<file path="src/rtl/ctrl_pkg.sv">
// Shared definitions for the multicycle RV32I control unit: FSM states,
// opcode values, ALU_decoder operation codes and datapath mux selects.
package ctrl_pkg;

  typedef enum logic [3:0] {
    S_FETCH    = 4'd0,
    S_DECODE   = 4'd1,
    S_MEMADR   = 4'd2,
    S_MEMREAD  = 4'd3,
    S_MEMWB    = 4'd4,
    S_MEMWRITE = 4'd5,
    S_EXECR    = 4'd6,
    S_EXECI    = 4'd7,
    S_LUI      = 4'd8,
    S_JAL      = 4'd9,
    S_ALUWB    = 4'd10,
    S_BRANCH   = 4'd11,
    S_ERROR    = 4'd12
  } state_t;

  // Supported instruction opcodes (IR[6:0])
  localparam logic [6:0] OP_LW  = 7'b0000011;
  localparam logic [6:0] OP_SW  = 7'b0100011;
  localparam logic [6:0] OP_R   = 7'b0110011;
  localparam logic [6:0] OP_I   = 7'b0010011;
  localparam logic [6:0] OP_B   = 7'b1100011;
  localparam logic [6:0] OP_JAL = 7'b1101111;
  localparam logic [6:0] OP_LUI = 7'b0110111;

  // Operation class handed to ALU_decoder
  localparam logic [1:0] ALUOP_ADD   = 2'b00;
  localparam logic [1:0] ALUOP_SUB   = 2'b01;
  localparam logic [1:0] ALUOP_FUNCT = 2'b10;
  localparam logic [1:0] ALUOP_PASS  = 2'b11;

  // Write-back / PC-next result source
  localparam logic [1:0] RES_ALUOUT    = 2'b00;
  localparam logic [1:0] RES_RDATA     = 2'b01;
  localparam logic [1:0] RES_ALURESULT = 2'b10;

  // ALU operand A source
  localparam logic [1:0] SRCA_PC    = 2'b00;
  localparam logic [1:0] SRCA_OLDPC = 2'b01;
  localparam logic [1:0] SRCA_RS1   = 2'b10;

  // ALU operand B source
  localparam logic [1:0] SRCB_RS2  = 2'b00;
  localparam logic [1:0] SRCB_IMM  = 2'b01;
  localparam logic [1:0] SRCB_FOUR = 2'b10;

  // Immediate format select
  localparam logic [2:0] IMM_I = 3'b000;
  localparam logic [2:0] IMM_S = 3'b001;
  localparam logic [2:0] IMM_B = 3'b010;
  localparam logic [2:0] IMM_J = 3'b011;
  localparam logic [2:0] IMM_U = 3'b100;

  // True for ops that read two registers and write none
  function automatic logic is_store_or_branch(input logic [6:0] op);
    return (op == OP_SW) || (op == OP_B);
  endfunction

endpackage

</file>
<file path="src/rtl/multicycle_control_fsm_instr_decoder.sv">
// Combinational opcode decoder: selects the immediate format for the
// extender and reports whether the opcode is one the core implements.
module instr_decoder
  import ctrl_pkg::*;
(
  input  logic [6:0] op,
  output logic [2:0] imm_src,
  output logic       legal,
  output logic       no_rd
);

  // Map each supported opcode to its immediate format; anything else is illegal
  always_comb begin
    imm_src = IMM_I;
    legal   = 1'b0;
    case (op)
      OP_LW:  begin imm_src = IMM_I; legal = 1'b1; end
      OP_I:   begin imm_src = IMM_I; legal = 1'b1; end
      OP_SW:  begin imm_src = IMM_S; legal = 1'b1; end
      OP_B:   begin imm_src = IMM_B; legal = 1'b1; end
      OP_JAL: begin imm_src = IMM_J; legal = 1'b1; end
      OP_LUI: begin imm_src = IMM_U; legal = 1'b1; end
      OP_R:   begin imm_src = IMM_I; legal = 1'b1; end
      default: begin
        imm_src = IMM_I;
        legal   = 1'b0;
      end
    endcase
  end

  assign no_rd = is_store_or_branch(op);

endmodule

</file>
<file path="src/rtl/multicycle_control_fsm.sv">
// Main control FSM of the multicycle RV32I core. Steps each instruction
// through fetch/decode/execute/memory/writeback, drives all datapath
// selects and enables, stalls on mem_ready and flags unsupported opcodes.
// Optional macro CTRL_PERF_CNT_EN adds cycle_cnt and instret_cnt counters.
module multicycle_control_fsm
  import ctrl_pkg::*;
#(
  parameter state_t RESET_STATE = S_FETCH
) (
  input  logic        clk,
  input  logic        rst_n,
  input  logic [6:0]  op,
  input  logic        zero,
  input  logic        mem_ready,
  output logic        pc_write,
  output logic        adr_src,
  output logic        mem_write,
  output logic        ir_write,
  output logic [1:0]  result_src,
  output logic [1:0]  alu_src_a,
  output logic [1:0]  alu_src_b,
  output logic [2:0]  imm_src,
  output logic        reg_write,
  output logic [1:0]  alu_op,
  output logic        illegal
`ifdef CTRL_PERF_CNT_EN
  ,
  output logic [31:0] cycle_cnt,
  output logic [31:0] instret_cnt
`endif
);

  state_t state_q, state_d;
  state_t out_state;
  logic   illegal_q, illegal_d;
  logic   legal;
  logic   no_rd;
  logic   pc_update;
  logic   branch;
  logic   ir_en;
  logic   mem_write_en;
  logic   reg_write_en;

`ifdef CTRL_PERF_CNT_EN
  logic [31:0] cycle_cnt_q, cycle_cnt_d;
  logic [31:0] instret_cnt_q, instret_cnt_d;
  logic        retire;
`endif

  instr_decoder u_instr_decoder (
    .op      (op),
    .imm_src (imm_src),
    .legal   (legal),
    .no_rd   (no_rd)
  );

  // Next-state selection, sticky illegal flag and optional counter updates
  always_comb begin
    state_d   = state_q;
    illegal_d = illegal_q;
    case (state_q)
      S_FETCH:    state_d = mem_ready ? S_DECODE : S_FETCH;
      S_DECODE: begin
        if (!legal) begin
          state_d = S_ERROR;
        end else begin
          case (op)
            OP_LW, OP_SW: state_d = S_MEMADR;
            OP_R:         state_d = S_EXECR;
            OP_I:         state_d = S_EXECI;
            OP_B:         state_d = S_BRANCH;
            OP_JAL:       state_d = S_JAL;
            OP_LUI:       state_d = S_LUI;
            default:      state_d = S_ERROR;
          endcase
        end
      end
      S_MEMADR: begin
        if (op == OP_LW) begin
          state_d = S_MEMREAD;
        end else if (op == OP_SW) begin
          state_d = S_MEMWRITE;
        end else begin
          state_d = S_FETCH;
        end
      end
      S_MEMREAD:  state_d = mem_ready ? S_MEMWB : S_MEMREAD;
      S_MEMWB:    state_d = S_FETCH;
      S_MEMWRITE: state_d = mem_ready ? S_FETCH : S_MEMWRITE;
      S_EXECR:    state_d = S_ALUWB;
      S_EXECI:    state_d = S_ALUWB;
      S_LUI:      state_d = S_ALUWB;
      S_JAL:      state_d = S_ALUWB;
      S_ALUWB:    state_d = S_FETCH;
      S_BRANCH:   state_d = S_FETCH;
      S_ERROR:    state_d = S_ERROR;
      default:    state_d = S_FETCH;
    endcase
    if (state_d == S_ERROR) begin
      illegal_d = 1'b1;
    end
`ifdef CTRL_PERF_CNT_EN
    retire        = (state_d == S_FETCH) && (state_q != S_FETCH) &&
                    (state_q != S_ERROR);
    cycle_cnt_d   = cycle_cnt_q + 32'd1;
    instret_cnt_d = retire ? (instret_cnt_q + 32'd1) : instret_cnt_q;
`endif
  end

  // State register, sticky illegal flag and counters with synchronous reset
  always_ff @(posedge clk) begin
    if (!rst_n) begin
      state_q       <= RESET_STATE;
      illegal_q     <= 1'b0;
`ifdef CTRL_PERF_CNT_EN
      cycle_cnt_q   <= 32'd0;
      instret_cnt_q <= 32'd0;
`endif
    end else begin
      state_q       <= state_d;
      illegal_q     <= illegal_d;
`ifdef CTRL_PERF_CNT_EN
      cycle_cnt_q   <= cycle_cnt_d;
      instret_cnt_q <= instret_cnt_d;
`endif
    end
  end

  // Per-state datapath controls; reset presents fetch selects with enables idle
  always_comb begin
    out_state    = rst_n ? state_q : S_FETCH;
    adr_src      = 1'b0;
    result_src   = RES_ALUOUT;
    alu_src_a    = SRCA_PC;
    alu_src_b    = SRCB_RS2;
    alu_op       = ALUOP_ADD;
    pc_update    = 1'b0;
    branch       = 1'b0;
    ir_en        = 1'b0;
    mem_write_en = 1'b0;
    reg_write_en = 1'b0;
    case (out_state)
      S_FETCH: begin
        adr_src    = 1'b0;
        alu_src_a  = SRCA_PC;
        alu_src_b  = SRCB_FOUR;
        alu_op     = ALUOP_ADD;
        result_src = RES_ALURESULT;
        ir_en      = mem_ready;
        pc_update  = mem_ready;
      end
      S_DECODE: begin
        alu_src_a = SRCA_OLDPC;
        alu_src_b = SRCB_IMM;
        alu_op    = ALUOP_ADD;
      end
      S_MEMADR: begin
        alu_src_a = SRCA_RS1;
        alu_src_b = SRCB_IMM;
        alu_op    = ALUOP_ADD;
      end
      S_MEMREAD: begin
        adr_src    = 1'b1;
        result_src = RES_ALUOUT;
      end
      S_MEMWB: begin
        result_src   = RES_RDATA;
        reg_write_en = 1'b1;
      end
      S_MEMWRITE: begin
        adr_src      = 1'b1;
        result_src   = RES_ALUOUT;
        mem_write_en = 1'b1;
      end
      S_EXECR: begin
        alu_src_a = SRCA_RS1;
        alu_src_b = SRCB_RS2;
        alu_op    = ALUOP_FUNCT;
      end
      S_EXECI: begin
        alu_src_a = SRCA_RS1;
        alu_src_b = SRCB_IMM;
        alu_op    = ALUOP_FUNCT;
      end
      S_LUI: begin
        alu_src_b = SRCB_IMM;
        alu_op    = ALUOP_PASS;
      end
      S_JAL: begin
        alu_src_a  = SRCA_OLDPC;
        alu_src_b  = SRCB_FOUR;
        alu_op     = ALUOP_ADD;
        result_src = RES_ALUOUT;
        pc_update  = 1'b1;
      end
      S_ALUWB: begin
        result_src   = RES_ALUOUT;
        reg_write_en = 1'b1;
      end
      S_BRANCH: begin
        alu_src_a  = SRCA_RS1;
        alu_src_b  = SRCB_RS2;
        alu_op     = ALUOP_SUB;
        result_src = RES_ALUOUT;
        branch     = 1'b1;
      end
      default: begin
        adr_src      = 1'b0;
        result_src   = RES_ALUOUT;
        alu_src_a    = SRCA_PC;
        alu_src_b    = SRCB_RS2;
        alu_op       = ALUOP_ADD;
        pc_update    = 1'b0;
        branch       = 1'b0;
        ir_en        = 1'b0;
        mem_write_en = 1'b0;
        reg_write_en = 1'b0;
      end
    endcase
  end

  assign pc_write  = rst_n & (pc_update | (branch & zero));
  assign ir_write  = rst_n & ir_en;
  assign mem_write = rst_n & mem_write_en;
  assign reg_write = rst_n & reg_write_en & ~(no_rd & (out_state == S_ALUWB));
  assign illegal   = illegal_q;

`ifdef CTRL_PERF_CNT_EN
  assign cycle_cnt   = cycle_cnt_q;
  assign instret_cnt = instret_cnt_q;
`endif

endmodule

</file>
<file path="config.mk">
export PLATFORM = sky130hd
export DESIGN_NAME = multicycle_control_fsm
export DESIGN_NICKNAME = d
export VERILOG_FILES = /design/src/rtl/ctrl_pkg.sv /design/src/rtl/multicycle_control_fsm_instr_decoder.sv /design/src/rtl/multicycle_control_fsm.sv
export SDC_FILE = /design/constraint.sdc
export NUM_CORES = 1
export LEC_CHECK = 0
export CORE_MARGIN = 3
export CORE_UTILIZATION = 40
export DETAILED_ROUTE_END_ITERATION = 16
export PLACE_DENSITY = 0.85
export SLEW_MARGIN = 10
export SYNTH_ARGS = -nofsm -noshare
export SYNTH_HDL_FRONTEND = slang
export SYNTH_SLANG_ARGS = --single-unit
</file>
<file path="constraint.sdc">
create_clock -name clk -period 1.75 [get_ports clk]
set_input_delay 0.35 -clock clk [delete_from_list [all_inputs] [get_ports clk]]
set_output_delay 0.35 -clock clk [all_outputs]
set_load 0.005 [all_outputs]
</file>
Word level (Yosys, flattened, before mapping)
Cells that the tools add are included.
{ "op_classes": {"bitwise_logic": 9, "eq_ne": 28, "reduce_logical": 13, "mux": 21} }
{ "ops": {"columns": ["op", "count"], "rows": [
  ["== test 4 bit (second input constant)", 8],
  ["== test 4 x 3 -> 1 bit (second input constant)", 7],
  ["case mux 4 bit (7 select lines)", 1],
  ["case mux 4 bit (6 select lines)", 1],
  ["== test 7 x 6 -> 1 bit (second input constant)", 3],
  ["== test 4 x 2 -> 1 bit (second input constant)", 4],
  ["== test 7 bit (second input constant)", 2],
  ["2-to-1 mux 3 bit", 4],
  ["case mux 2 bit (2 select lines)", 3],
  ["case mux 3 bit (4 select lines)", 1],
  ["OR reduction 2 bit", 6],
  ["OR reduction 4 bit", 3],
  ["== test 4 x 1 -> 1 bit (second input constant)", 2],
  ["zero test 4 bit", 2],
  ["2-to-1 mux 4 bit", 2],
  ["bitwise AND 1 bit", 7],
  ["== test 7 x 2 -> 1 bit (second input constant)", 1],
  ["== test 7 x 5 -> 1 bit (second input constant)", 1],
  ["2-to-1 mux 1 bit", 7],
  ["OR reduction 7 bit", 1],
  ["case mux 2 bit (3 select lines)", 1],
  ["case mux 1 bit (2 select lines)", 1],
  ["logical OR 1 bit", 1],
  ["NOT 1 bit", 1],
  ["OR 1 bit", 1]
]} }
{ "totals": {"reg_bits": 5, "elab_cells": 73, "in_bits": 11, "out_inout_bits": 17} }

Logic depth before layout (Yosys ltp)
{ "logic_depth": {"depth_word": 6, "depth_mapped": 6, "mapped_depth_nobuf": 5} }

Cells and area by module
From an unflattened synthesis, not the netlist that was laid out.
{ "unflattened": {"cells_unflattened": 115, "area_unflattened_um2": 753.2} }
{ "by_module_without_submodules": {"columns": ["module", "cells_each", "instances", "area_each_um2", "seq_area_each_um2"], "rows": [
  ["multicycle_control_fsm", 99, 1, 655.6, 100.1],
  ["instr_decoder", 16, 1, 97.6, 0.0]
]} }

Least setup slack after synthesis
Ideal clock, no wire load.
{ "synth_path": {"path_kind": "flip-flop to output port", "start": "reg state_q[3]", "end": "out reg_write", "required_time_ps": 1400, "t_arrival_ps": 1204, "path_buffers": 2, "path_slack_ps": 196, "stages_incl_launch_ff": 7, "path_cell_list": "dfxtp_1 clkbuf_1 clkbuf_1 nor2_1 nand2_1 o31ai_1 and3_1"} }
{ "synth_via": {"elab_chain_cells": 6, "elab_cells_between_ends": 9, "classes_between": "2 x eq/ne; 2 x mux; 4 x bitwise; 1 x reduce/logical"} }
{ "synth_lines": {"columns": ["element", "line_no", "source"], "rows": [
  ["from (decl)", "multicycle_control_fsm.sv:33", "state_t state_q, state_d;"],
  ["from (signal assigned)", "multicycle_control_fsm.sv:120", "state_q <= state_d;"],
  ["2-to-1 mux 4 bit *", "multicycle_control_fsm.sv:131", "out_state = rst_n ? state_q : S_FETCH;"],
  ["== test 4 bit or == test 4 x 3 -> 1 bit (tied branches)", "multicycle_control_fsm.sv:142, multicycle_control_fsm.sv:225", null],
  ["OR reduction 2 bit (no source line)", null, null],
  ["2-to-1 mux 1 bit", "multicycle_control_fsm.sv:142", "case (out_state)"],
  ["bitwise AND 1 bit", "multicycle_control_fsm.sv:225", "assign reg_write = rst_n & reg_write_en & ~(no_rd & (out_state == S_ALUWB));"],
  ["bitwise AND 1 bit *", "multicycle_control_fsm.sv:225", null],
  ["to (decl)", "multicycle_control_fsm.sv:23", "output logic reg_write,"]
]} }
Every way passes the cells marked *; elsewhere a longest branch is shown, timed or not.

Worst setup path after layout
{ "layout_path": {"start": "reg state_q[3]", "end": "out result_src[0]"} }
{ "layout_via": {"elab_chain_cells": 3, "elab_cells_between_ends": 4, "classes_between": "1 x eq/ne; 2 x mux; 1 x reduce/logical"} }
{ "layout_lines": {"columns": ["element", "line_no", "source"], "rows": [
  ["2-to-1 mux 4 bit *", "multicycle_control_fsm.sv:131", null],
  ["== test 4 x 3 -> 1 bit or zero test 4 bit (tied branches)", "multicycle_control_fsm.sv:142", null],
  ["case mux 2 bit (2 select lines) *", "multicycle_control_fsm.sv:142", null],
  ["to (decl)", "multicycle_control_fsm.sv:19", "output logic [1:0] result_src,"]
]} }
Marked as above.

==> metrics.txt <==
slowest stage delay, CP=0.50 ns; Tmin final=about 1.9 ns; Clock Tree Buf Depth=2; RSZ-0062 raised after global routing=true; number of global-route vias before repair=1108; register area=115 sq um; status=finished with violations; Avg WL per Cell=21.4 um; global-route wire length before repair=between 4000 and 5000 um; Reg clk slew, reported paths=about 0.050 ns; Setup Skew=about 0.0021 ns; Mapped Area=703 sq um; CP endpoint kind=output port; Post-DP HPWL=1880 um; Max VDD drop=0.677 mV; Final Max Slew Viols=0; Crit path buffers/inverters=1; switching power=~0.67 mW; CTS Root Cell=clkbuf_4; Seq pwr share=16.5%; crit path DAT=1.55 ns; Design Area, Final=between 1000 and 1500 sq um; chip width=approximately 48 um; clk_lat worst skew=0.26 ns; worst slew pin tran=0.414 ns; Final Hold Viols=0; CP delay by family, top=buffers and inverters; Leak=0.639 nW; #FFs+latches synth=5; num rows=14; footprint of the multi-input gates=688 sq um; Mapped Nets=117; FILL cells=73; count of cell types in the netlist=44; Reg2Reg Capture Point=illegal$_SDFFE_PN0N_; cell count of the worst reg-to-reg path=7; post-route setup slack=-0.152 ns; antenna viol nets, final=0; CTS Hold Bufs=0; Area contributors post-synth=dfxtp_1 (14%), nor2_1 (6.4%), nand2b_1 (6.2%); crit path cell chain=nor3_2 -> and3_1 -> clkdlybuf4s50_1; Yosys top cell by area=dfxtp_1; non-filler cells, final=188; Setup WS pre-CTS=-0.535 ns; Post-DP Area=approximately 1200 sq um; Comb power frac=approximately 73%; Final GP Congestion=0.835; vias per cell=6.62; DR pass1 iterations=4; largest net degree at the start of global routing=12; total number of vias=about 1200; GRT overflow=0; Final Net Count=roughly 180; Placeable Area=around 1600 sq um; Die Area=roughly 2300 sq um; CP max-delay cell=clkdlybuf4s50_1; DIE HEIGHT=47.9 um; max-cap viol count=0; Hold Path End=illegal$_SDFFE_PN0N_; worst hold stages=1; critical path class=flip-flop to output port; setup_tns=-0.430 ns; n_diodes=0; CP Max Fanout=6; clock power share=10.4%; Crit. Startpoint=state_q[3]$_SDFF_PN0_; Final setup viols=6; Pwr Density=slightly above 1000 nW/um^2; Tot GR Track Use=30.5%; final WL=4030 um; Warnings, synthesis=0; r2r startpoint=state_q[1]$_SDFF_PN0_; layout cell share with drive strength beyond 1=52.3%; Yosys top cell area share=14.2%; Design Power=1.47 mW; I/O Pins=28; DR iter-0 viols=90; most frequent cells in the layout=buf_4 (39), dlygate4sd2_1 (11), nor2_1 (10); sw frac=45.4%; CTS H-tree lvls=1; TritonCTS clock tree=yes; worst endpoint required time=1.40 ns; Hold Slack=0.549 ns; commonest non-fill, non-tap cell in the layout=buf_4; reg-to-reg slack, setup=-0.01 ns; CTS buffer count=3; max frequency=0.526 GHz; Final Util=91.0%; number of port buffers=27; Hold Path Class=flip-flop to flip-flop; Initial Util=44.6%; cells after synthesis=106; Clock Sinks=5; Slew HR=71.7%; DR DRC count=0; DP Cell Count=about 170; failing checks=setup timing; Hold Startpoint=illegal$_SDFFE_PN0N_; critical path launch point type=flip-flop; Synth-to-Final Area Change=104%; Int Pwr=0.800 mW; Seq/Total Area, Yosys=14.2%; Avg Synthesized Cell Area=6.63 sq um; final period utilization=109%; antenna violations before repair=0
## kinds of logic after synthesis
kind of cell	Yosys count	share of synthesized area, %
simple gates	54	42.5
compound gates	30	30.6
buf+inv	14	8.90
flops	5	14.2
xor+xnor	3	3.74
## worst max-delay path by stage
stage	end	depth (start not counted)
floorplan	reg_write	6
global placement	reg_write	6
detailed placement	imm_src[1]	5
CTS	alu_op[1]	4
global route	illegal$_SDFFE_PN0N_	7
finish	result_src[0]	3
## flip-flops by register name, indices dropped and copies added, names as in the netlist
name     count
state_q      4
illegal      1
## Yosys cell counts (all sizes together)
library cell,instances
nor4bb,1
buf,4
xor2,1
nand2,6
nand2b,7
o41ai,1
xnor2,2
o22ai,1
a41oi,1
nor3b,3
o211ai,1
o31ai,3
nor2,12
a31o,1
or3,2
o21ai,3
nand3,4
a21o,1
nand4bb,1
and2,1
a21oi,8
and3,3
a2bb2oi,1
nor4,3
nand4,1
or2,1
inv,4
o21a,2
nor3,7
o2bb2ai,1
nor2b,1
o211a,1
dfxtp,5
o31a,1
clkbuf,6
a221oi,1
o21bai,1
or3b,1
a22o,1
a2111oi,1
## layer usage
metal | track usage (%) | share of wire [%] | vias up
met5 | 0 | 0 | -
met4 | 17.2 | 5.1 | 0
met3 | 6.77 | 8.7 | 27
met2 | 54.1 | 48 | 111
met1 | 32.8 | 39 | 584
li1 | - | - | 523
## power groups by stage
stage | combinational [mW] | sequential [mW] | clock, mW
after floorplan | 0.428 | 0.164 | 0
after detailed placement | 0.735 | 0.210 | 0
after CTS | 0.794 | 0.231 | 0.150
final | 1.07 | 0.243 | 0.153
after global routing | 1.15 | 0.246 | 0.158
after global placement | 0.714 | 0.211 | 0
## layout make-up
class	count	share of cell area [%]
flip-flops and latches	5	8.03
well taps	16	1.40
clock buffers	4	1.83
multi-input cells	87	48.0
repair buffers	72	39.4
inverters	4	1.31
## worst reg2reg max path: cells and delay by family (launching register included)
kind	cells	cell delay, ns
AO/OA/AOI/OAI	3	0.78
buffers and inverters	4	0.55
flip-flops	1	0.37
## repair_timing
action | 4_1_cts | 5_1_grt
gates resized for setup | 67 | 30
pin swaps | 9 | 9
buffers inserted | 4 | 9
setup endpoints to repair | 18 | 13
No activity file was read; power rests on OpenSTA's default activity.
